$ cat config.mk
export PLATFORM = sky130hd
export DESIGN_NAME = obstacle_gen
export DESIGN_NICKNAME = d
export VERILOG_FILES = /design/src/rtl/obstacle_gen.sv
export SDC_FILE = /design/constraint.sdc
export NUM_CORES = 1
export LEC_CHECK = 0
export ABC_CLOCK_PERIOD_IN_PS = 3400
export BUFFER_PORTS_ARGS = -buffer_cell sky130_fd_sc_hd__buf_2
export CORE_ASPECT_RATIO = 1.5
export CORE_UTILIZATION = 59
export CTS_BUF_LIST = sky130_fd_sc_hd__clkbuf_8
export DETAILED_ROUTE_END_ITERATION = 10
export GPL_ROUTABILITY_DRIVEN = 0
export MAX_ROUTING_LAYER = met4
export PLACE_DENSITY_LB_ADDON = 0.2
export SLEW_MARGIN = 20
export SYNTH_ARGS = -nofsm -noshare
export SYNTH_HDL_FRONTEND = slang
export SYNTH_SLANG_ARGS = --single-unit
$ cat constraint.sdc
create_clock -name clk -period 3.4 [get_ports clk]
set_clock_uncertainty 0.1 [all_clocks]
set_input_delay 0.51 -clock clk [delete_from_list [all_inputs] [get_ports clk]]
set_output_delay 0.51 -clock clk [all_outputs]
set_load 0.1 [all_outputs]
$ cat src/rtl/obstacle_gen.sv
// Obstacle generator and scroller: after a pseudo-random frame gap it spawns one
// obstacle in a pseudo-random lane and scrolls it down SPEED pixels per frame.
module obstacle_gen #(
  parameter int          HWIDTH       = 12,
  parameter int          VWIDTH       = 12,
  parameter int          LWIDTH       = 2,
  parameter int          NUM_LANES    = 3,
  parameter int          LANE_SPACING = 160,
  parameter int          SPAWN_V      = -40,
  parameter int          DESPAWN_V    = 480,
  parameter int          SPEED        = 4,
  parameter int          GAP_MIN      = 8,
  parameter logic [15:0] LFSR_SEED    = 16'hACE1
) (
  input  logic                     clk,
  input  logic                     rst,
  input  logic                     frame_tick,
  input  logic                     enable,
  output logic [LWIDTH-1:0]        obst_lane,
  output logic signed [VWIDTH-1:0] obst_voffset,
  output logic signed [HWIDTH-1:0] obst_hoffset,
  output logic                     obst_valid,
  output logic [15:0]              spawn_count
);

  localparam logic signed [VWIDTH-1:0] SPAWN_VOFF   = VWIDTH'(SPAWN_V);
  localparam logic signed [VWIDTH-1:0] DESPAWN_VOFF = VWIDTH'(DESPAWN_V);
  localparam logic signed [VWIDTH-1:0] SPEED_VOFF   = VWIDTH'(SPEED);
  localparam logic signed [HWIDTH-1:0] RESET_HOFF   = HWIDTH'(-LANE_SPACING);
  localparam logic [4:0]               GAP_MIN_W    = 5'(GAP_MIN);
  localparam logic [15:0]              LFSR_TAPS    = 16'hB400;

  typedef enum logic [1:0] {
    S_IDLE,
    S_WAIT,
    S_ACTIVE
  } state_t;

  state_t                     state_q;
  logic [15:0]                lfsr_q;
  logic [15:0]                lfsr_d;
  logic [4:0]                 gap_q;
  logic [4:0]                 gap_load;
  logic [LWIDTH-1:0]          lane_q;
  logic [LWIDTH-1:0]          spawn_lane;
  logic signed [VWIDTH-1:0]   voff_q;
  logic signed [VWIDTH-1:0]   voff_next;
  logic signed [HWIDTH-1:0]   hoff_q;
  logic signed [HWIDTH-1:0]   spawn_hoff;
  logic                       valid_q;
  logic                       despawn;
  logic [15:0]                count_q;

  // Raw lane bits above the lane count fold back down (3 lanes: 3 -> 0).
  function automatic logic [LWIDTH-1:0] lane_of(input logic [1:0] raw);
    int r;
    r = int'(raw);
    if (r >= NUM_LANES) r = r - NUM_LANES;
    return LWIDTH'(r);
  endfunction

  function automatic logic signed [HWIDTH-1:0] hoff_of(input logic [LWIDTH-1:0] lane);
    return HWIDTH'((int'(lane) - 1) * LANE_SPACING);
  endfunction

  always_comb begin
    lfsr_d     = (lfsr_q >> 1) ^ (lfsr_q[0] ? LFSR_TAPS : 16'h0000);
    gap_load   = GAP_MIN_W + {1'b0, lfsr_q[3:0]};
    spawn_lane = lane_of(lfsr_q[5:4]);
    spawn_hoff = hoff_of(spawn_lane);
    voff_next  = voff_q + SPEED_VOFF;
    despawn    = (voff_next >= DESPAWN_VOFF);
  end

  // The LFSR free-runs in every state so gap and lane depend on when play starts.
  always_ff @(posedge clk or posedge rst) begin
    if (rst) begin
      lfsr_q <= LFSR_SEED;
    end else begin
      lfsr_q <= lfsr_d;
    end
  end

  always_ff @(posedge clk or posedge rst) begin
    if (rst) begin
      state_q <= S_IDLE;
      gap_q   <= 5'd0;
      lane_q  <= '0;
      voff_q  <= SPAWN_VOFF;
      hoff_q  <= RESET_HOFF;
      valid_q <= 1'b0;
      count_q <= 16'd0;
    end else if (!enable) begin
      // Lane, hoffset and spawn count deliberately hold across a pause.
      state_q <= S_IDLE;
      valid_q <= 1'b0;
      voff_q  <= SPAWN_VOFF;
    end else begin
      case (state_q)
        S_IDLE: begin
          state_q <= S_WAIT;
          gap_q   <= gap_load;
        end
        S_WAIT: begin
          if (frame_tick) begin
            if (gap_q > 5'd1) begin
              gap_q <= gap_q - 5'd1;
            end else begin
              state_q <= S_ACTIVE;
              lane_q  <= spawn_lane;
              hoff_q  <= spawn_hoff;
              voff_q  <= SPAWN_VOFF;
              valid_q <= 1'b1;
              count_q <= count_q + 16'd1;
            end
          end
        end
        S_ACTIVE: begin
          if (frame_tick) begin
            if (despawn) begin
              state_q <= S_WAIT;
              gap_q   <= gap_load;
              valid_q <= 1'b0;
              voff_q  <= SPAWN_VOFF;
            end else begin
              voff_q <= voff_next;
            end
          end
        end
        default: begin
          state_q <= S_IDLE;
          valid_q <= 1'b0;
          voff_q  <= SPAWN_VOFF;
        end
      endcase
    end
  end

  assign obst_lane    = lane_q;
  assign obst_voffset = voff_q;
  assign obst_hoffset = hoff_q;
  assign obst_valid   = valid_q;
  assign spawn_count  = count_q;

endmodule

==> results.sh <==
export IMPL_yosysWarnings=0
export IMPL_finalSetupViolCount=0
export IMPL_cts_tree="built"
export IMPL_yosysTopAreaCell="dfrtp_1"
export IMPL_path_clk_slew_ns=0.10
export IMPL_dieArea_um2=4750
export IMPL_avgSynthCellArea_um2=10.4
export IMPL_area_delta_synth_final_pct=9.24
export IMPL_die_w_um=56.6
export IMPL_post_route_util_pct=67.9
export IMPL_grt_usage_pct=21.9
export IMPL_die_h_um=83.9
export IMPL_clk_path_buf_depth=2
export IMPL_yosysMostFrequentCell="dfrtp_1"
export IMPL_critPathLaunchType="register"
export IMPL_hold_buffers=0
export IMPL_drt_wl_total_um=4870
export IMPL_clock_latency_ns=0.31
export IMPL_start_util_pct=62.2
export IMPL_hold_viol=0
export IMPL_crit_chain="ha_1 > nand4_2 > or2_1 > a32o_2 > a211oi_2 > buf_4 > and2_1 > o2bb2ai_1"
export IMPL_drtIter0Drc=68
export IMPL_synthArstFlopShare_pct=100
export IMPL_ir_worst_vdd_v=0.000466
export IMPL_period_share_pct=73.4
export IMPL_synthFlopType="dfrtp_1"
export IMPL_coreArea_um2=4250
export IMPL_rows=29
export IMPL_max_freq_mhz=401
export IMPL_final_setup_tns_ns=0
export IMPL_end_kind="register"
export IMPL_min_path_type="in2async"
export IMPL_wl_per_cell_um=14.7
export IMPL_worst_slack_ns=0.906
export IMPL_outcome="finished, final reports clean"
export IMPL_holdWs_ns=0.118
export IMPL_yosys_area_top_type_share_pct=34.1
export IMPL_ios=47
export IMPL_ys_top_cells_by_count="dfrtp_1, nand2_1, dfstp_2"
export IMPL_cts_sinks=54
export IMPL_cellLeakagePower_nw=1.44
export IMPL_grt_pass1_vias=1874
export IMPL_netlist_area_um2=2640
export IMPL_cts_root_buf="clkbuf_8"
export IMPL_dp_hpwl_um=3460
export IMPL_routed_via_density=5.86
export IMPL_post_cts_setup_buffers=0
export IMPL_overflow=0
export IMPL_crit_buf_inv=1
export IMPL_diodes=0
export IMPL_slew_viol_final=0
export IMPL_drive_above_1_share_pct=26.9
export IMPL_ys_seq_area_share_pct=52.0
export IMPL_synth_seq_cells=54
export IMPL_slowest_delay_ns=0.59
export IMPL_grt_pass1_wl_um=8080
export IMPL_synth_area_top_cells="dfrtp_1, dfstp_2, buf_4"
export IMPL_vias=1944
export IMPL_fin_crit_ns=2.49
export IMPL_r2r_start="obst_voffset[3]"
export IMPL_fin_nets=296
export IMPL_firstDrtPassIters=4
export IMPL_p_per_area_nw_per_um2=512
export IMPL_arrival_ns=2.64
export IMPL_timing_slew_headroom_pct=64.5
export IMPL_grt_max_degree=30
export IMPL_ant_nets=0
export IMPL_grt_setup_unrepaired="false"
export IMPL_ctsResizeCount=0
export IMPL_yosysUniqueCellTypes=52
export IMPL_cts_inserted_buffers=5
export IMPL_worst_ep_required_time_ns=3.54
export IMPL_synth_edf_count=0
export IMPL_netlist_instances=253
export IMPL_tightest_slew_ns=0.532
export IMPL_crit_slowest_cell="dfstp_2"
export IMPL_drv_cap=0
export IMPL_antenna_found_initial=0
export IMPL_drc_errors=0
export IMPL_pre_cts_slack_ns=0.938
export IMPL_htreeDepth=2
export IMPL_critPathMaxFanout=11
export IMPL_path_delay_family="simple AND/OR/NAND/NOR gates"
export IMPL_critPathKind="reg2reg"
export IMPL_numPortBuffers=39
export IMPL_crit_start="obst_voffset[3]"
## final timing paths
kind	endpoint	cells past startpoint	slack, ns
worst max-delay path	obst_voffset[5]	8	0.91
worst min-delay path	spawn_count[7]	2	0.12
worst max register to register	obst_voffset[5]	8	0.91
worst min register to register	lfsr_q[6]	0	0.26
max in group asynchronous	lfsr_q[15]	3	2.27
min in group clk	lfsr_q[6]	0	0.26
## stage by stage
stage                     area (um^2)  power [mW]  std cells
after floorplan                  2660        1.07        259
after global placement           2780        1.10        324
after detailed placement         2780        1.11        324
after CTS                        2880        1.49        332
after global routing             2880        1.53        332
final                            2880        1.48        332
## cell usage in the layout (no fill, tap or decap), types with 4 or more instances in the layout
master    count
and3_1        6
o22a_1        4
clkbuf_8      6
inv_1        10
nor3_1        4
nand3_1      10
buf_2        39
dfrtp_1      36
ha_1          7
a21oi_1      14
dfstp_2      18
nor2_1       16
nand4_1       9
o21ai_1       5
o21ai_0       4
nand2_1      28
xnor2_1      12
conb_1        7
xor2_1        6
## flip-flops by register name (all words and copies together) (netlist names)
| signal | cells |
|---|---|
| spawn_count | 16 |
| state_q | 2 |
| obst_lane | 1 |
| obst_valid | 1 |
| gap_q | 5 |
| lfsr_q | 16 |
| obst_voffset | 10 |
| obst_hoffset | 3 |
## cell families (layout without fill, tap and decap cells)
| logic type | count (synthesis) | after routing | share of synthesized area (%) |
|---|---|---|---|
| AO/OA/AOI/OAI | 51 | 51 | 14.0 |
| XOR/XNOR | 18 | 18 | 5.97 |
| other | 1 | 7 | 0.142 |
| adder cells (fa/ha/maj) | 7 | 7 | 3.32 |
| multiplexers | 2 | 2 | 0.758 |
| flip-flops | 54 | 54 | 52.0 |
| AND/OR/NAND/NOR | 87 | 87 | 16.7 |
| buffers and inverters | 33 | 60 | 7.11 |
## power by group
group          total, mW  switching [mW]  internal (mW)
Combinational      0.368           0.293         0.0754
Clock              0.380           0.212          0.168
Sequential         0.729          0.0474          0.682
Total               1.48           0.553          0.925
## metal layers
layer	global-route usage, %	vias up	share of wire [%]
met1	24.3	967	41
met5	-	-	0
met4	8.87	0	1.3
met3	4.50	5	3.9
met2	37.9	54	53
li1	-	918	-
## layout make-up
cell class / instances / area, um^2
multi-input cells: 172 / 1100
well taps: 46 / 57.6
flip-flops and latches: 54 / 1370
clock inverters: 2 / 17.5
fillers: 348 / 1360
repair buffers: 41 / 210
clock buffers: 6 / 82.6
inverters: 11 / 41.3
Power figures use the tool's default switching activity.
